File: config.mk
export PLATFORM = sky130hd
export DESIGN_NAME = mdu_iter_flat
export DESIGN_NICKNAME = d
export VERILOG_FILES = /design/src/rtl/mdu_iter_if.sv /design/src/rtl/mdu_iter.sv /design/src/flat_wrapper.sv
export SDC_FILE = /design/constraint.sdc
export NUM_CORES = 2
export LEC_CHECK = 0
export BUFFER_PORTS_ARGS = -buffer_cell sky130_fd_sc_hd__clkbuf_2
export CAP_MARGIN = 15
export CORE_AREA = 10 10 323 325
export CTS_CLUSTER_DIAMETER = 80
export DETAILED_ROUTE_END_ITERATION = 16
export DIE_AREA = 0 0 333 335
export PLACE_DENSITY_LB_ADDON = 0.15
export SKIP_LAST_GASP = 1
export SLEW_MARGIN = 20
export SYNTH_ARGS = -nofsm -noshare
export SYNTH_HDL_FRONTEND = slang
export SYNTH_SLANG_ARGS = --single-unit
File: constraint.sdc
create_clock -name clk -period 8.2 [get_ports clk]
set_input_delay 1.64 -clock clk [delete_from_list [all_inputs] [get_ports clk]]
set_output_delay 1.64 -clock clk [all_outputs]
set_load 0.02 [all_outputs]
File: src/rtl/mdu_iter_if.sv
// Request/response bundle for the iterative multiply/divide unit.
// master: execute-stage requester/consumer. slave: the unit itself.
interface mdu_iter_if #(
  parameter int unsigned XLEN = 64
);
  logic            in_valid;
  logic            in_ready;
  logic [2:0]      funct3;
  logic            is_w;
  logic [XLEN-1:0] src1;
  logic [XLEN-1:0] src2;
  logic            flush;
  logic            out_valid;
  logic            out_ready;
  logic [XLEN-1:0] result;
  logic            busy;

  modport master (
    output in_valid, funct3, is_w, src1, src2, flush, out_ready,
    input  in_ready, out_valid, result, busy
  );

  modport slave (
    input  in_valid, funct3, is_w, src1, src2, flush, out_ready,
    output in_ready, out_valid, result, busy
  );
endinterface

File: src/rtl/mdu_iter.sv
// Iterative RISC-V M-extension multiply/divide unit.
// Shift-add multiply and restoring divide, one bit per cycle, with
// valid/ready handshakes, W-form support (XLEN==64) and flush.
// Optional macro MDU_EARLY_OUT_EN: multiply finishes early once the
// remaining multiplier bits are all zero.
module mdu_iter #(
  parameter int unsigned XLEN = 64
) (
  input logic        clk,
  input logic        rst,
  mdu_iter_if.slave  bus
);

  localparam int unsigned CW  = $clog2(XLEN + 1);
  localparam int unsigned WSH = XLEN - 32;

  typedef enum logic [2:0] {
    S_IDLE,
    S_PREP,
    S_MUL,
    S_DIV,
    S_FIX,
    S_DONE
  } state_t;

  state_t state, state_nx;

  // Latched request
  logic [XLEN-1:0]   a_q, b_q;
  logic [2:0]        f3_q;
  logic              w_q;
  logic [CW-1:0]     n_q;

  // Iteration datapath
  logic [CW-1:0]     cnt_q;
  logic [XLEN-1:0]   mcand_q, mplier_q;
  logic [2*XLEN-1:0] acc_q;
  logic [XLEN-1:0]   quo_q, rem_q, dvsr_q;
  logic              neg_q;
  logic [XLEN-1:0]   result_q;

  function automatic logic [XLEN-1:0] sext32(input logic [31:0] v);
    logic [XLEN-1:0] r;
    r       = {XLEN{v[31]}};
    r[31:0] = v;
    return r;
  endfunction

  function automatic logic [XLEN-1:0] zext32(input logic [31:0] v);
    logic [XLEN-1:0] r;
    r       = '0;
    r[31:0] = v;
    return r;
  endfunction

  logic accept;
  logic w_in;

  assign accept = bus.in_valid && (state == S_IDLE) && !bus.flush;
  assign w_in   = (XLEN == 64) && bus.is_w;

  // Operand preparation: width adjust, magnitudes, sign bookkeeping, special divides
  logic            s1_signed, s2_signed, w_sext;
  logic [XLEN-1:0] a_adj, b_adj, mag1, mag2, most_neg, special_res;
  logic            sign1, sign2, div0, ovf, special, neg_nx;

  always_comb begin
    s1_signed = (f3_q == 3'b001) || (f3_q == 3'b010) ||
                (f3_q == 3'b100) || (f3_q == 3'b110);
    s2_signed = (f3_q == 3'b001) || (f3_q == 3'b100) || (f3_q == 3'b110);
    w_sext    = !((f3_q == 3'b101) || (f3_q == 3'b111));
    a_adj     = a_q;
    b_adj     = b_q;
    if (w_q) begin
      a_adj = w_sext ? sext32(a_q[31:0]) : zext32(a_q[31:0]);
      b_adj = w_sext ? sext32(b_q[31:0]) : zext32(b_q[31:0]);
    end
    sign1    = s1_signed && a_adj[XLEN-1];
    sign2    = s2_signed && b_adj[XLEN-1];
    mag1     = sign1 ? ('0 - a_adj) : a_adj;
    mag2     = sign2 ? ('0 - b_adj) : b_adj;
    most_neg = w_q ? sext32(32'h8000_0000) : {1'b1, {(XLEN-1){1'b0}}};
    div0     = f3_q[2] && (b_adj == '0);
    ovf      = f3_q[2] && s2_signed && (a_adj == most_neg) && (b_adj == '1);
    special  = div0 || ovf;
    if (f3_q[1])
      special_res = div0 ? (w_q ? sext32(a_adj[31:0]) : a_adj) : '0;
    else
      special_res = div0 ? '1 : a_adj;
    // Remainder takes the dividend sign; quotient and products take sign1^sign2
    neg_nx = (f3_q[2] && f3_q[1]) ? sign1 : (sign1 ^ sign2);
  end

  // One shift-add multiply step, optionally followed by a final alignment
  logic [XLEN:0]     mul_sum;
  logic [2*XLEN-1:0] mul_step, mul_next;
  logic              mul_early, mul_done;

  always_comb begin
    mul_sum  = {1'b0, acc_q[2*XLEN-1:XLEN]} + (mplier_q[0] ? {1'b0, mcand_q} : '0);
    mul_step = {mul_sum, acc_q[XLEN-1:1]};
`ifdef MDU_EARLY_OUT_EN
    // With no multiplier bits left, the remaining iterations are pure shifts
    mul_early = (mplier_q[XLEN-1:1] == '0);
    mul_next  = mul_early ? (mul_step >> (cnt_q - CW'(1))) : mul_step;
`else
    mul_early = 1'b0;
    mul_next  = mul_step;
`endif
    mul_done = mul_early || (cnt_q == CW'(1));
  end

  // One restoring-division step
  logic [XLEN:0]   trial, diff;
  logic            ge;
  logic [XLEN-1:0] rem_nx, quo_nx;

  always_comb begin
    trial  = {rem_q, quo_q[XLEN-1]};
    diff   = trial - {1'b0, dvsr_q};
    ge     = trial >= {1'b0, dvsr_q};
    rem_nx = ge ? diff[XLEN-1:0] : trial[XLEN-1:0];
    quo_nx = {quo_q[XLEN-2:0], ge};
  end

  // Final sign application and word selection
  logic [2*XLEN-1:0] prod, prod_s;
  logic [XLEN-1:0]   dv, fix_res;

  always_comb begin
    // W products sit 32 bits higher in the accumulator after 32 right shifts
    prod   = w_q ? (acc_q >> WSH) : acc_q;
    prod_s = neg_q ? ('0 - prod) : prod;
    dv     = f3_q[1] ? rem_q : quo_q;
    if (f3_q[2])
      fix_res = neg_q ? ('0 - dv) : dv;
    else if (f3_q[1:0] == 2'b00)
      fix_res = prod_s[XLEN-1:0];
    else
      fix_res = prod_s[2*XLEN-1:XLEN];
    if (w_q)
      fix_res = sext32(fix_res[31:0]);
  end

  // State register
  always_ff @(posedge clk or negedge rst) begin
    if (!rst) state <= S_IDLE;
    else      state <= state_nx;
  end

  // Next-state logic; flush overrides every transition
  always_comb begin
    state_nx = state;
    case (state)
      S_IDLE: if (accept) state_nx = S_PREP;
      S_PREP: begin
        if (special)      state_nx = S_DONE;
        else if (f3_q[2]) state_nx = S_DIV;
        else              state_nx = S_MUL;
      end
      S_MUL:  if (mul_done) state_nx = S_FIX;
      S_DIV:  if (cnt_q == CW'(1)) state_nx = S_FIX;
      S_FIX:  state_nx = S_DONE;
      S_DONE: if (bus.out_ready) state_nx = S_IDLE;
      default: state_nx = S_IDLE;
    endcase
    if (bus.flush) state_nx = S_IDLE;
  end

  // Handshake outputs
  always_comb begin
    bus.in_ready  = (state == S_IDLE);
    bus.out_valid = (state == S_DONE);
    bus.busy      = (state != S_IDLE);
    bus.result    = result_q;
  end

  // Datapath registers
  always_ff @(posedge clk or negedge rst) begin
    if (!rst) begin
      a_q      <= '0;
      b_q      <= '0;
      f3_q     <= '0;
      w_q      <= 1'b0;
      n_q      <= '0;
      cnt_q    <= '0;
      mcand_q  <= '0;
      mplier_q <= '0;
      acc_q    <= '0;
      quo_q    <= '0;
      rem_q    <= '0;
      dvsr_q   <= '0;
      neg_q    <= 1'b0;
      result_q <= '0;
    end else begin
      case (state)
        S_IDLE: begin
          if (accept) begin
            a_q  <= bus.src1;
            b_q  <= bus.src2;
            f3_q <= bus.funct3;
            w_q  <= w_in;
            n_q  <= w_in ? CW'(32) : CW'(XLEN);
          end
        end
        S_PREP: begin
          neg_q    <= neg_nx;
          cnt_q    <= n_q;
          mcand_q  <= mag1;
          mplier_q <= w_q ? zext32(mag2[31:0]) : mag2;
          acc_q    <= '0;
          // W dividends are pre-aligned so the next bit is always the MSB
          quo_q    <= w_q ? (mag1 << WSH) : mag1;
          rem_q    <= '0;
          dvsr_q   <= mag2;
          if (special && !bus.flush) result_q <= special_res;
        end
        S_MUL: begin
          acc_q    <= mul_next;
          mplier_q <= mplier_q >> 1;
          cnt_q    <= cnt_q - CW'(1);
        end
        S_DIV: begin
          rem_q <= rem_nx;
          quo_q <= quo_nx;
          cnt_q <= cnt_q - CW'(1);
        end
        S_FIX: begin
          if (!bus.flush) result_q <= fix_res;
        end
        default: ;
      endcase
    end
  end

endmodule

File: src/flat_wrapper.sv
// flat-port wrapper written by rule: the top's interface ports become plain ports
module mdu_iter_flat 
#(
  parameter int unsigned XLEN = 64
)
  (clk, rst, bus_in_valid, bus_funct3, bus_is_w, bus_src1, bus_src2, bus_flush, bus_out_ready, bus_in_ready, bus_out_valid, bus_result, bus_busy);
  mdu_iter_if #(.XLEN(XLEN)) bus_i ();
  input logic clk;
  input logic rst;
  input wire logic [$bits(bus_i.in_valid)-1:0] bus_in_valid;
  input wire logic [$bits(bus_i.funct3)-1:0] bus_funct3;
  input wire logic [$bits(bus_i.is_w)-1:0] bus_is_w;
  input wire logic [$bits(bus_i.src1)-1:0] bus_src1;
  input wire logic [$bits(bus_i.src2)-1:0] bus_src2;
  input wire logic [$bits(bus_i.flush)-1:0] bus_flush;
  input wire logic [$bits(bus_i.out_ready)-1:0] bus_out_ready;
  output wire logic [$bits(bus_i.in_ready)-1:0] bus_in_ready;
  output wire logic [$bits(bus_i.out_valid)-1:0] bus_out_valid;
  output wire logic [$bits(bus_i.result)-1:0] bus_result;
  output wire logic [$bits(bus_i.busy)-1:0] bus_busy;
  assign bus_i.in_valid = bus_in_valid;
  assign bus_i.funct3 = bus_funct3;
  assign bus_i.is_w = bus_is_w;
  assign bus_i.src1 = bus_src1;
  assign bus_i.src2 = bus_src2;
  assign bus_i.flush = bus_flush;
  assign bus_i.out_ready = bus_out_ready;
  assign bus_in_ready = bus_i.in_ready;
  assign bus_out_valid = bus_i.out_valid;
  assign bus_result = bus_i.result;
  assign bus_busy = bus_i.busy;
  mdu_iter #(.XLEN(XLEN)) u_core (.clk(clk), .rst(rst), .bus(bus_i));
endmodule
==> flow_summary.yaml <==
status:
  status: "complete, no violations"
place:
  dp_hpwl_um: 149000
  gp_congestion: 1.08
  io_buffers: 203
synthesis:
  async_reset_ff_share_pct: 100
  syn_nets: 6162
  synthCells: 5888
  syn_area_per_cell_um2: 8.24
  yosysMostFrequentCell: "dfrtp_1"
  synth_edf_count: 0
  synthTopCellsByArea: "dfrtp_1 34%, o21ai_0 5.8%, nand2_1 5.0%, a21oi_1 4.7%, xnor2_1 4.2%"
  synth_top_area_share_pct: 33.8
  synth_area_leader_cell: "dfrtp_1"
  synth_warnings: 0
  synth_cell_types: 103
  yosys_register_bits: 656
  syn_area_um2: 48500
  synth-seq-area-share_pct: 33.8
  synth_commonest_cells: "656 x dfrtp_1, 641 x nand2_1, 565 x o21ai_0"
  synthFlopType: "dfrtp_1"
floorplanning:
  core_area_um2: 97800
  start_util_pct: 49.6
  ios: 204
  die_y_um: 335
  rows: 115
  die_w_um: 333
  dieArea_um2: 112000
worst_setup_path:
  crit_type: "flop to flop"
  crit_path_end_kind: "flop"
  critPathMostFrequentCell: "buf_4"
  cp_data_required_time_ps: 8760
  cp_slowest_stage_delay_ps: 720
  cp_cell_sequence: "buf_4 > nand4_1 > nor4_1 > nand4_1 > a221oi_1 > o221ai_1 > o31ai_1 > nor3b_2 > buf_4 > or2_2 > buf_4 > nand2b_4 > o32ai_1 > a21oi_1"
  start_kind: "flop"
  cp_slowest_cell: "dfrtp_2"
  crit_fanout: 53
  cp_data_arrival_time_ps: 6150
clocking:
  ctsResizeCount: 0
  clk_pin_slew_ps: 60
  cts-htree-levels: 3
  cts_setup_buffers: 0
  numCtsBuffers: 80
  cts-hold-fix-buffers: 0
  worstSkewPairLatency_ps: 690
  cts_tree: "built"
  cts_sinks: 656
  clk_path_buf_depth: 3
  clock-root-buffer: "clkbuf_16"
route:
  vias: 47100
  wl_per_cell_um: 27.7
  postRouteAntennaNets: 0
  post-route-drc-count: 0
  dr.pass1.iters: 8
  drt_iter0_drc: 6273
  drt-total-wl_um: 199000
  vias_per_cell: 6.55
sta:
  period_share_pct: 68.2
  max_slew_margin_pct: 7.86
  rsz0062_at_grt: "false"
  setup-tns-final_ps: 0
  min_period_ps: 5590
  tightestPinTransition_ps: 1380
  fmax_mhz: 179
  hold_viol_final: 0
  setup_viol: 0
  slew_viol_final: 0
  skew_ps: 28.4
hold_path:
  hp-class: "flop to flop"
global_routing:
  grt_usage_pct: 34.2
  grt_pass1_vias: 43900
  grt_max_degree: 223
  grt-ovfl-total: 0
  grt_pass1_wl_um: 292000
  antenna_found_initial: 13
pwr:
  p_per_area_nw_per_um2: 525
  power_uw: 27800
  leakage_uw: 0.0230
  ir_drop_v: 0.000362
layout:
  area_growth_pct: 9.24
  nets: 6099
  drive_gt1_share_pct: 11.2
  fillers: 9327
  final-seq-area_um2: 16400
  multi_input_area_um2: 29900
job:
  drv_cap: 0
-- cells by family (layout without fill, tap and decap cells) --
group / Yosys count / count (layout) / synth area share (%)
other: 0 / 8 / 0
multiplexers: 299 / 299 / 6.57
flip-flops: 656 / 656 / 33.8
AO/OA/AOI/OAI: 1853 / 1853 / 24.4
buffers and inverters: 569 / 570 / 4.68
adder cells (fa/ha/maj): 160 / 160 / 4.04
XOR/XNOR: 407 / 407 / 7.35
AND/OR/NAND/NOR: 1944 / 1944 / 19.1
-- power by group --
part	total (uW)	leakage [uW]	internal (uW)	switching (uW)
combinational	17200	0.0133	5930	11200
sequential	6930	0.00835	4580	2350
clock	3720	0.00133	2190	1530
-- layout by cell type, fill, tap and decap left out, drive strengths merged, types with 89 or more instances in the layout --
| cell | n |
|---|---|
| mux2 | 156 |
| buf | 89 |
| dfrtp | 656 |
| ha | 135 |
| nor2 | 476 |
| a21oi | 455 |
| xnor2 | 232 |
| mux2i | 143 |
| nand2 | 642 |
| a21o | 139 |
| clkbuf | 309 |
| xor2 | 175 |
| a22o | 111 |
| nor3 | 216 |
| inv | 137 |
| o21ai | 574 |
-- state kept, by name, summed over array words and instances (netlist names), 2 cells and up --
| name | count |
|---|---|
| u_core.acc_q | 128 |
| u_core.a_q | 64 |
| u_core.b_q | 64 |
| u_core.bus.result | 64 |
| u_core.dvsr_q | 64 |
| u_core.mcand_q | 64 |
| u_core.mplier_q | 64 |
| u_core.quo_q | 64 |
| u_core.rem_q | 64 |
| u_core.cnt_q | 7 |
| u_core.f3_q | 3 |
| u_core.state | 3 |
| u_core.n_q | 2 |
-- layout make-up --
class                      instances  share of cell area, %
sequential                       656                   31.0
timing repair buffer             291                   3.35
clock buffer                     107                   4.24
inverter                         133                  0.947
clock inverter                    39                  0.895
tap                             1287                   3.04
multi-input combinational       4663                   56.5
antenna                            8                 0.0378
-- critical path: cells and delay by family (launching register included) --
kind                   cells  cell delay [ps]
and+or+nand+nor            6             1910
AOI/OAI and AO/OA          5             1310
DFF                        1              720
buffers and inverters      3             1450
-- stage by stage --
stage	worst slack (ps)	util [%]	cells	hold WS (ps)	area, um^2
2_1_floorplan	2870	-	5888	430	48500
3_3_place_gp	2910	51.3	7030	454	50200
3_5_place_dp	2750	51.3	7030	464	50200
4_1_cts	2700	54.1	7176	476	53000
5_1_grt	2240	54.1	7176	494	53000
6_report	2610	54.1	7184	476	53000
-- path summary, 6_finish.rpt --
check                                   start                     to  slack, ps  cells past startpoint
max in group asynchronous                 rst       u_core.quo_q[55]       5410                      3
min                        u_core.mcand_q[37]     u_core.mcand_q[37]        480                      2
min in group asynchronous                 rst      u_core.acc_q[114]        930                      1
max reg2reg                    u_core.f3_q[2]  u_core.bus.result[55]       2610                     14
min reg2reg                u_core.mcand_q[37]     u_core.mcand_q[37]        480                      2
max                            u_core.f3_q[2]  u_core.bus.result[55]       2610                     14
-- routing by layer --
layer | global-route usage (%) | share of wire [%] | up-vias
met4 | 19.6 | 6.6 | 10
met3 | 6.49 | 9.1 | 567
met1 | 45.2 | 41 | 22600
met2 | 52.0 | 44 | 2611
li1 | - | - | 21300
met5 | 0 | 0.030 | -
No activity file was read; power rests on OpenSTA's default activity.
